--- src/rtl/multiplier_pkg.sv ---
// rtl/multiplier_pkg.sv - shared types and widths for the sequential signed multiplier
package multiplier_pkg;

  typedef enum logic [2:0] {
    IDLE,
    CALC,
    FIX,
    DONE,
    RELEASE
  } mult_state_e;

  localparam int MULT_WIDTH = 8;
  localparam int MULT_CNT_W = $clog2(MULT_WIDTH) + 1;

endpackage

--- src/rtl/multiplier_module.sv ---
// rtl/multiplier_module.sv - sign-magnitude shift-add multiplier with start/done handshake
module multiplier_module
  import multiplier_pkg::*;
#(
  parameter int WIDTH = MULT_WIDTH
) (
  input  logic                 clk,
  input  logic                 rst_n,
  input  logic                 start_sig,
  input  logic [WIDTH-1:0]     multiplicand,
  input  logic [WIDTH-1:0]     multiplier,
  output logic                 done_sig,
  output logic [2*WIDTH-1:0]   product
);

  localparam int CW = $clog2(WIDTH) + 1;

  mult_state_e          state_q, state_d;
  logic [WIDTH-1:0]     mag_a_q, mag_a_d;
  logic [WIDTH-1:0]     mag_b_q, mag_b_d;
  logic                 sign_q, sign_d;
  logic [2*WIDTH-1:0]   acc_q, acc_d;
  logic [CW-1:0]        cnt_q, cnt_d;
  logic                 done_q, done_d;
  logic [2*WIDTH-1:0]   product_q, product_d;

  always_comb begin
    state_d   = state_q;
    mag_a_d   = mag_a_q;
    mag_b_d   = mag_b_q;
    sign_d    = sign_q;
    acc_d     = acc_q;
    cnt_d     = cnt_q;
    done_d    = done_q;
    product_d = product_q;
    case (state_q)
      IDLE: begin
        if (start_sig) begin
          // -(-2^(WIDTH-1)) wraps to 2^(WIDTH-1), which is the correct unsigned magnitude
          mag_a_d = multiplicand[WIDTH-1] ? -multiplicand : multiplicand;
          mag_b_d = multiplier[WIDTH-1] ? -multiplier : multiplier;
          sign_d  = multiplicand[WIDTH-1] ^ multiplier[WIDTH-1];
          acc_d   = '0;
          cnt_d   = '0;
          state_d = CALC;
        end
      end
      CALC: begin
        if (mag_b_q[0]) begin
          acc_d = acc_q + ({{WIDTH{1'b0}}, mag_a_q} << cnt_q);
        end
        mag_b_d = mag_b_q >> 1;
        cnt_d   = cnt_q + 1'b1;
        if (cnt_q == CW'(WIDTH - 1)) begin
          state_d = FIX;
        end
      end
      FIX: begin
        product_d = sign_q ? -acc_q : acc_q;
        done_d    = 1'b1;
        state_d   = DONE;
      end
      DONE: begin
        done_d  = 1'b0;
        state_d = RELEASE;
      end
      RELEASE: begin
        // hold here until the requester lets go, so a lingering start cannot retrigger
        if (!start_sig) begin
          state_d = IDLE;
        end
      end
      default: begin
        state_d = IDLE;
      end
    endcase
  end

  always_ff @(posedge clk) begin
    if (!rst_n) begin
      state_q   <= IDLE;
      mag_a_q   <= '0;
      mag_b_q   <= '0;
      sign_q    <= 1'b0;
      acc_q     <= '0;
      cnt_q     <= '0;
      done_q    <= 1'b0;
      product_q <= '0;
    end else begin
      state_q   <= state_d;
      mag_a_q   <= mag_a_d;
      mag_b_q   <= mag_b_d;
      sign_q    <= sign_d;
      acc_q     <= acc_d;
      cnt_q     <= cnt_d;
      done_q    <= done_d;
      product_q <= product_d;
    end
  end

  assign done_sig = done_q;
  assign product  = product_q;

endmodule
--- config.mk ---
export PLATFORM = sky130hd
export DESIGN_NAME = multiplier_module
export DESIGN_NICKNAME = d
export VERILOG_FILES = /design/src/rtl/multiplier_pkg.sv /design/src/rtl/multiplier_module.sv
export SDC_FILE = /design/constraint.sdc
export NUM_CORES = 1
export LEC_CHECK = 0
export ABC_AREA = 1
export BUFFER_PORTS_ARGS = -buffer_cell sky130_fd_sc_hd__buf_2
export CAP_MARGIN = 20
export CELL_PAD_IN_SITES_DETAIL_PLACEMENT = 1
export CELL_PAD_IN_SITES_GLOBAL_PLACEMENT = 1
export CORE_MARGIN = 8
export CORE_UTILIZATION = 44
export CTS_BUF_LIST = sky130_fd_sc_hd__clkbuf_4 sky130_fd_sc_hd__clkbuf_8
export CTS_CLUSTER_DIAMETER = 80
export DETAILED_ROUTE_END_ITERATION = 8
export PLACE_DENSITY_LB_ADDON = 0.1
export RECOVER_POWER = 25
export SLEW_MARGIN = 0
export SYNTH_ARGS = -nofsm -noshare
export SYNTH_HDL_FRONTEND = slang
export SYNTH_SLANG_ARGS = --single-unit
--- constraint.sdc ---
create_clock -name clk -period 3.1 [get_ports clk]
set_clock_uncertainty 0.1 [all_clocks]
set_input_delay 0.31 -clock clk [delete_from_list [all_inputs] [get_ports clk]]
set_output_delay 0.31 -clock clk [all_outputs]
set_load 0.005 [all_outputs]
==> flow_metrics.py, run 1 <==
metrics = {
    "synth": {
        "muxShareOfSynthArea_pct": 0.250,
        "yosys.area_share.adder_pct": 6.44,
        "synth_warnings": 0,
        "synth_cell_types": 46,
        "synth_edf_count": 0,
        "synth_area_leaders": "dfxtp_1 (28%), nand2_1 (14%), a21oi_1 (7.9%)",
        "synth_compound_area_share_pct": 19.0,
        "yosysMostFrequentCell": "nand2_1",
        "synth_xor_area_share_pct": 5.03,
        "synth_top_area_cell": "dfxtp_1",
        "ys_seq_area_share_pct": 28.5,
        "synth-simple-area-share_pct": 30.7,
        "synth_area_per_cell_um2": 6.63,
        "ys_ff_latch": 57,
        "synth_fp_nets": 643,
        "synthArstFlopShare_pct": 0,
        "synth_flop_cell": "dfxtp_1",
        "synthTopCellsByCount": "nand2_1 (148), inv_1 (66), a21oi_1 (63), dfxtp_1 (57), nor2_1 (51)",
        "synth.top_cell.area_share_pct": 28.5,
        "synth_top_family_by_area": "simple AND/OR/NAND/NOR gates",
        "syn_area_um2": 4010,
        "syn_inst": 604,
    },
    "worst_setup_path": {
        "critPathMaxFanout": 13,
        "start_kind": "flop",
        "worstSetupPathType": "reg -> reg",
        "endpoint_kind": "flop",
        "critPathRequiredTime_ns": 3.18,
        "r2r-end": "acc_q[15]$_SDFFE_PN0P_",
        "r2r-start": "cnt_q[0]$_SDFFE_PN0P_",
        "worstPathArrival_ns": 2.85,
        "reg2reg_depth": 16,
        "rrSetupSlack_ns": 0.33,
    },
    "clocking": {
        "clkSlewWorstSetupHoldPaths_ns": 0.07,
        "numClockSinks": 57,
        "root_buffer": "clkbuf_8",
        "post_cts_resized": 0,
        "clockBufferDepth": 2,
        "postCtsSetupBuffers": 0,
        "tritoncts": "done",
        "cts_made_buffers": 9,
        "cts_hold_buf": 0,
        "htreeDepth": 3,
        "clk_latency_ns": 0.34,
    },
    "floorplan": {
        "io_pins": 36,
        "die_x_um": 111,
        "die_h_um": 111,
        "rows": 35,
        "dieArea_um2": 12400,
        "core-area_um2": 9020,
        "start_util_pct": 44.4,
    },
    "route": {
        "wl_per_cell_um": 15.7,
        "num_vias": 4035,
        "drt.antenna.violating_nets": 0,
        "viasPerCell": 5.36,
        "wirelength_um": 11900,
        "drc": 0,
        "drt_iter0_drc": 118,
        "drt-pass1-iter-count": 4,
    },
    "layout": {
        "fin_area_um2": 4400,
        "diodes": 0,
        "fin_nets": 677,
        "final_core_util_pct": 48.8,
        "area_growth_pct": 9.97,
        "nFillCells": 1240,
        "drive_gt1_share_pct": 12.5,
    },
    "global_routing": {
        "grt_usage_pct": 19.6,
        "antenna_found_initial": 0,
        "grt_pass1_vias": 4336,
        "overflow": 0,
        "grt_pass1_wl_um": 20300,
        "grt_max_degree": 33,
    },
    "pwr": {
        "powerDensity_nw_per_um2": 422,
        "ir_drop_mv": 0.226,
        "p_leak_nw": 2.10,
    },
    "timing": {
        "hold_viol": 0,
        "drv_slew": 0,
        "post-route-period-util_pct": 89.5,
        "setup_tns_ns": 0,
        "worstMarginPinSlew_ns": 0.957,
        "maxClockFrequency_ghz": 0.361,
        "min_period_ns": 2.77,
        "setup-violations-final": 0,
        "slew_headroom_pct": 36.1,
        "rsz0062_at_grt": "no",
    },
    "worst_hold_path": {
        "hold-path-endpoint": "mag_b_q[7]$_SDFFE_PN0P_",
        "hold_start": "multiplier[6]",
        "hp-class": "in -> reg",
        "holdPathStages": 4,
    },
    "place": {
        "placed_area_um2": 4250,
        "io_buffers": 35,
        "dp_hpwl_um": 9310,
        "globalplace.congestion": 0.876,
    },
    "run": {
        "cap_violations": 0,
    },
    "status": {
        "outcome": "finished clean",
    },
}
==> worst max-delay path by stage <==
stage,start,to,slack [ns]
2_1_floorplan,cnt_q[3]$_SDFFE_PN0P_,acc_q[10]$_SDFFE_PN0P_,0.73
3_3_place_gp,cnt_q[0]$_SDFFE_PN0P_,acc_q[15]$_SDFFE_PN0P_,0.24
3_5_place_dp,cnt_q[0]$_SDFFE_PN0P_,acc_q[15]$_SDFFE_PN0P_,0.14
4_1_cts,cnt_q[0]$_SDFFE_PN0P_,acc_q[15]$_SDFFE_PN0P_,0.12
5_1_grt,cnt_q[0]$_SDFFE_PN0P_,acc_q[15]$_SDFFE_PN0P_,0.009
6_report,cnt_q[0]$_SDFFE_PN0P_,acc_q[15]$_SDFFE_PN0P_,0.33
==> area by class of cell <==
cell class                 count  area [µm²]  share of cell area (%)
clock inverter                 6        36.3                   0.824
tap                          111         139                    3.15
sequential                    57        1140                    25.9
timing repair buffer          41         209                    4.74
multi-input combinational    452        2460                    55.9
inverter                      77         294                    6.68
clock buffer                   9         124                    2.81
==> layout by cell type (no fill, tap or decap), drive strengths merged, types with 6 or more instances in the layout <==
| cell | count |
|---|---|
| a21oi | 63 |
| a31oi | 6 |
| buf | 32 |
| clkbuf | 18 |
| dfxtp | 57 |
| ha | 19 |
| inv | 77 |
| nand2 | 152 |
| nand3 | 35 |
| nor2 | 60 |
| nor3 | 6 |
| o21ai | 43 |
| or2 | 8 |
| xnor2 | 6 |
| xor2 | 17 |
==> routing by layer <==
metal / global-route usage, % / share of wire (%) / vias to the layer above
met1: 22.3 / 45 / 1926
met5: 0 / 0 / -
li1: - / - / 2050
met2: 35.7 / 51 / 42
met4: 7.38 / 2.2 / 0
met3: 3.06 / 1.8 / 17
==> logic make-up (layout without fill, tap and decap cells) <==
group	after synthesis	in the layout
multiplexers	1	1
buffers and inverters	95	133
adder cells (fa/ha/maj)	20	20
AND/OR/NAND/NOR	272	272
AO/OA/AOI/OAI	136	136
XOR/XNOR	23	23
flip-flops	57	57
==> per-stage QoR <==
| step | setup WS, ns | cells | power (mW) | hold slack (ns) |
|---|---|---|---|---|
| after floorplan | 0.727 | 604 | 1.15 | 0.341 |
| after global placement | 0.235 | 738 | 1.26 | 0.355 |
| after detailed placement | 0.136 | 738 | 1.27 | 0.365 |
| after CTS | 0.115 | 753 | 1.88 | 0.143 |
| after global routing | 0.00884 | 753 | 1.97 | 0.168 |
| final | 0.326 | 753 | 1.86 | 0.154 |
==> flip-flops by register name, summed over array words and instances (netlist names) <==
register / cells
product: 16
sign_q: 1
mag_a_q: 8
state_q: 3
mag_b_q: 8
acc_q: 16
cnt_q: 4
done_sig: 1
==> worst max-delay path, cell delays in order, from the launching register on <==
cell	delay [ns]
dfxtp_2	0.48
inv_2	0.11
nand2_1	0.11
nand2_1	0.06
nand2_1	0.08
inv_1	0.06
o21ai_0	0.23
o22ai_1	0.14
ha_1	0.36
nand2_1	0.11
inv_1	0.04
a21oi_1	0.18
nand2_1	0.08
a21oi_1	0.19
nand3_1	0.11
nand3_1	0.09
a21oi_1	0.06
==> where the power goes <==
| group | internal [mW] | total, mW | switching (mW) |
|---|---|---|---|
| registers | 0.781 | 0.825 | 0.0442 |
| logic | 0.148 | 0.430 | 0.282 |
| clock network | 0.280 | 0.603 | 0.322 |
Note: power is estimated with default switching activity, not from simulation.
==> run 2: changes to the inputs <==
==> constraint.sdc (replaced) <==
create_clock -name clk -period 2.6 [get_ports clk]
set_clock_uncertainty 0.1 [all_clocks]
set_input_delay 0.26 -clock clk [delete_from_list [all_inputs] [get_ports clk]]
set_output_delay 0.26 -clock clk [all_outputs]
set_load 0.005 [all_outputs]
==> run 2 against run 1 <==
Combinational power increased by 39%; cell count increased by 3.2%; wire length increased by 5.9%; sequential power rose by 19%; non-clock buffer count is 23 higher; worst setup slack got worse by 0.22 ns; first-iteration DRC count grew 44%; critical path type unchanged; highest routed layer unchanged.
==> flow_metrics.py, run 2 (synthesized netlist as in run 1, its figures left out) <==
metrics = {
    "worst_setup_path": {
        "cp_cell_sequence": "buf_6 -> nand2_1 -> nand2_2 -> o21ai_4 -> nand2_1 -> o21ai_2 -> o22ai_2 -> ha_2 -> buf_4 -> nand2_1 -> nor2_2 -> nand3_1 -> nand2_1 -> nand2_1 -> nand3_1 -> a21oi_1",
        "r2r-start": "cnt_q[0]$_SDFFE_PN0P_",
        "start_kind": "flop",
        "reg2reg_depth": 16,
        "endpoint_kind": "flop",
        "crit_path_frequent_cell": "nand2_1",
        "worstPathArrival_ns": 2.61,
        "r2r-end": "acc_q[14]$_SDFFE_PN0P_",
        "cpPeakStageDelay_ns": 0.38,
        "critPathRequiredTime_ns": 2.72,
        "critPathMaxFanout": 6,
        "slowest_stage": "dfxtp_4",
        "worstSetupPathType": "reg -> reg",
        "rrSetupSlack_ns": 0.11,
    },
    "run": {
        "cap_violations": 0,
    },
    "timing": {
        "drv_slew": 0,
        "setup-violations-final": 0,
        "setup_tns_ns": 0,
        "hold_viol": 0,
        "whs_ns": 0.101,
        "worstMarginPinSlew_ns": 0.397,
        "slew_headroom_pct": 73.5,
        "min_period_ns": 2.49,
        "maxClockFrequency_ghz": 0.401,
        "rsz0062_at_grt": "yes",
        "post-route-period-util_pct": 95.9,
    },
    "layout": {
        "ff_latch_area_um2": 1150,
        "final_cell_mix": "nand2_1 (138), inv_1 (63), dfxtp_1 (55)",
        "fin_area_um2": 4840,
        "nFillCells": 1230,
        "drive_gt1_share_pct": 23.3,
        "final_core_util_pct": 53.6,
        "diodes": 0,
        "layout.cells.most_common": "nand2_1",
        "area_growth_pct": 20.7,
        "fin_nets": 700,
        "multi_input_area_um2": 2660,
    },
    "place": {
        "io_buffers": 35,
        "placed_area_um2": 4400,
        "dp_hpwl_um": 9360,
        "globalplace.congestion": 0.968,
    },
    "clocking": {
        "root_buffer": "clkbuf_8",
        "cts_made_buffers": 9,
        "numClockSinks": 57,
        "clk_latency_ns": 0.34,
        "cts_hold_buf": 0,
        "clkSlewWorstSetupHoldPaths_ns": 0.07,
        "tritoncts": "done",
        "clockBufferDepth": 2,
        "htreeDepth": 3,
    },
    "route": {
        "num_vias": 4159,
        "drt.antenna.violating_nets": 0,
        "viasPerCell": 5.35,
        "wl_met3_um": 243,
        "wl_met1_um": 5530,
        "wl_per_cell_um": 16.2,
        "wl_met2_um": 6460,
        "drc": 0,
        "wirelength_um": 12600,
        "maxUsedRoutingLayer": "met4",
        "drt_iter0_drc": 170,
        "drt-pass1-iter-count": 4,
    },
    "floorplan": {
        "core-area_um2": 9020,
        "dieArea_um2": 12400,
        "die_x_um": 111,
        "rows": 35,
        "die_h_um": 111,
        "io_pins": 36,
        "start_util_pct": 44.4,
    },
    "global_routing": {
        "grt_usage_pct": 19.8,
        "grt_max_degree": 33,
        "overflow": 0,
        "grt_pass1_vias": 4324,
        "antenna_found_initial": 0,
        "grt_pass1_wl_um": 20500,
    },
    "worst_hold_path": {
        "hold-path-endpoint": "mag_a_q[0]$_SDFFE_PN0P_",
        "holdPathStages": 3,
        "hp-class": "in -> reg",
        "hold_start": "multiplicand[0]",
    },
    "pwr": {
        "p_leak_nw": 2.23,
        "ir_drop_mv": 0.274,
        "powerDensity_nw_per_um2": 513,
    },
    "status": {
        "outcome": "finished clean",
    },
}
==> run 2: layout make-up <==
type                            count  share of cell area (%)
Tap cell                          111                    2.87
Sequential cell                    57                    23.7
Clock buffer                       12                    3.29
Inverter                           77                    6.13
Timing Repair Buffer               64                    7.97
Clock inverter                      4                    1.06
Multi-Input combinational cell    452                    55.0
==> run 2: worst max path at each step <==
stage	startpoint	to	slack, ns	cells past startpoint
global route	cnt_q[0]$_SDFFE_PN0P_	acc_q[15]$_SDFFE_PN0P_	-0.06	16
detailed placement	cnt_q[0]$_SDFFE_PN0P_	acc_q[15]$_SDFFE_PN0P_	-0.11	17
global placement	cnt_q[0]$_SDFFE_PN0P_	acc_q[15]$_SDFFE_PN0P_	0.02	17
floorplan	cnt_q[3]$_SDFFE_PN0P_	acc_q[10]$_SDFFE_PN0P_	0.23	16
finish	cnt_q[0]$_SDFFE_PN0P_	acc_q[14]$_SDFFE_PN0P_	0.11	16
CTS	cnt_q[0]$_SDFFE_PN0P_	acc_q[14]$_SDFFE_PN0P_	0.007	14
==> run 2: layer usage <==
layer	track usage (%)	vias to the layer above
li1	-	2106
met1	22.5	1984
met2	36.2	48
met3	3.39	21
met4	6.58	0
met5	0	-
==> run 2: repair_timing <==
item,CTS,global route
buffers inserted,0,4
resized for setup,3,63
pin swaps,0,22
setup endpoints to repair,8,11
==> run 2: metrics by stage <==
step	power (mW)	cells	setup WS (ns)
after floorplan	1.38	604	0.227
after global placement	1.52	757	0.0245
after detailed placement	1.54	757	-0.112
after CTS	2.45	773	0.00677
after global routing	2.62	777	-0.0647
final	2.48	777	0.106
==> run 2: critical path, delay by kind of cell, from the launching register on <==
family          cells  cell delay, ns
compound gates      4            0.46
simple gates        9            0.81
flops               1            0.38
buf+inv             2            0.25
fa+ha+maj           1            0.37
==> run 2: power breakdown <==
| group | leakage (nW) | switching (mW) | internal [mW] |
|---|---|---|---|
| Combinational | 1.66 | 0.376 | 0.222 |
| Clock | 0.106 | 0.396 | 0.506 |
| Sequential | 0.465 | 0.0502 | 0.931 |
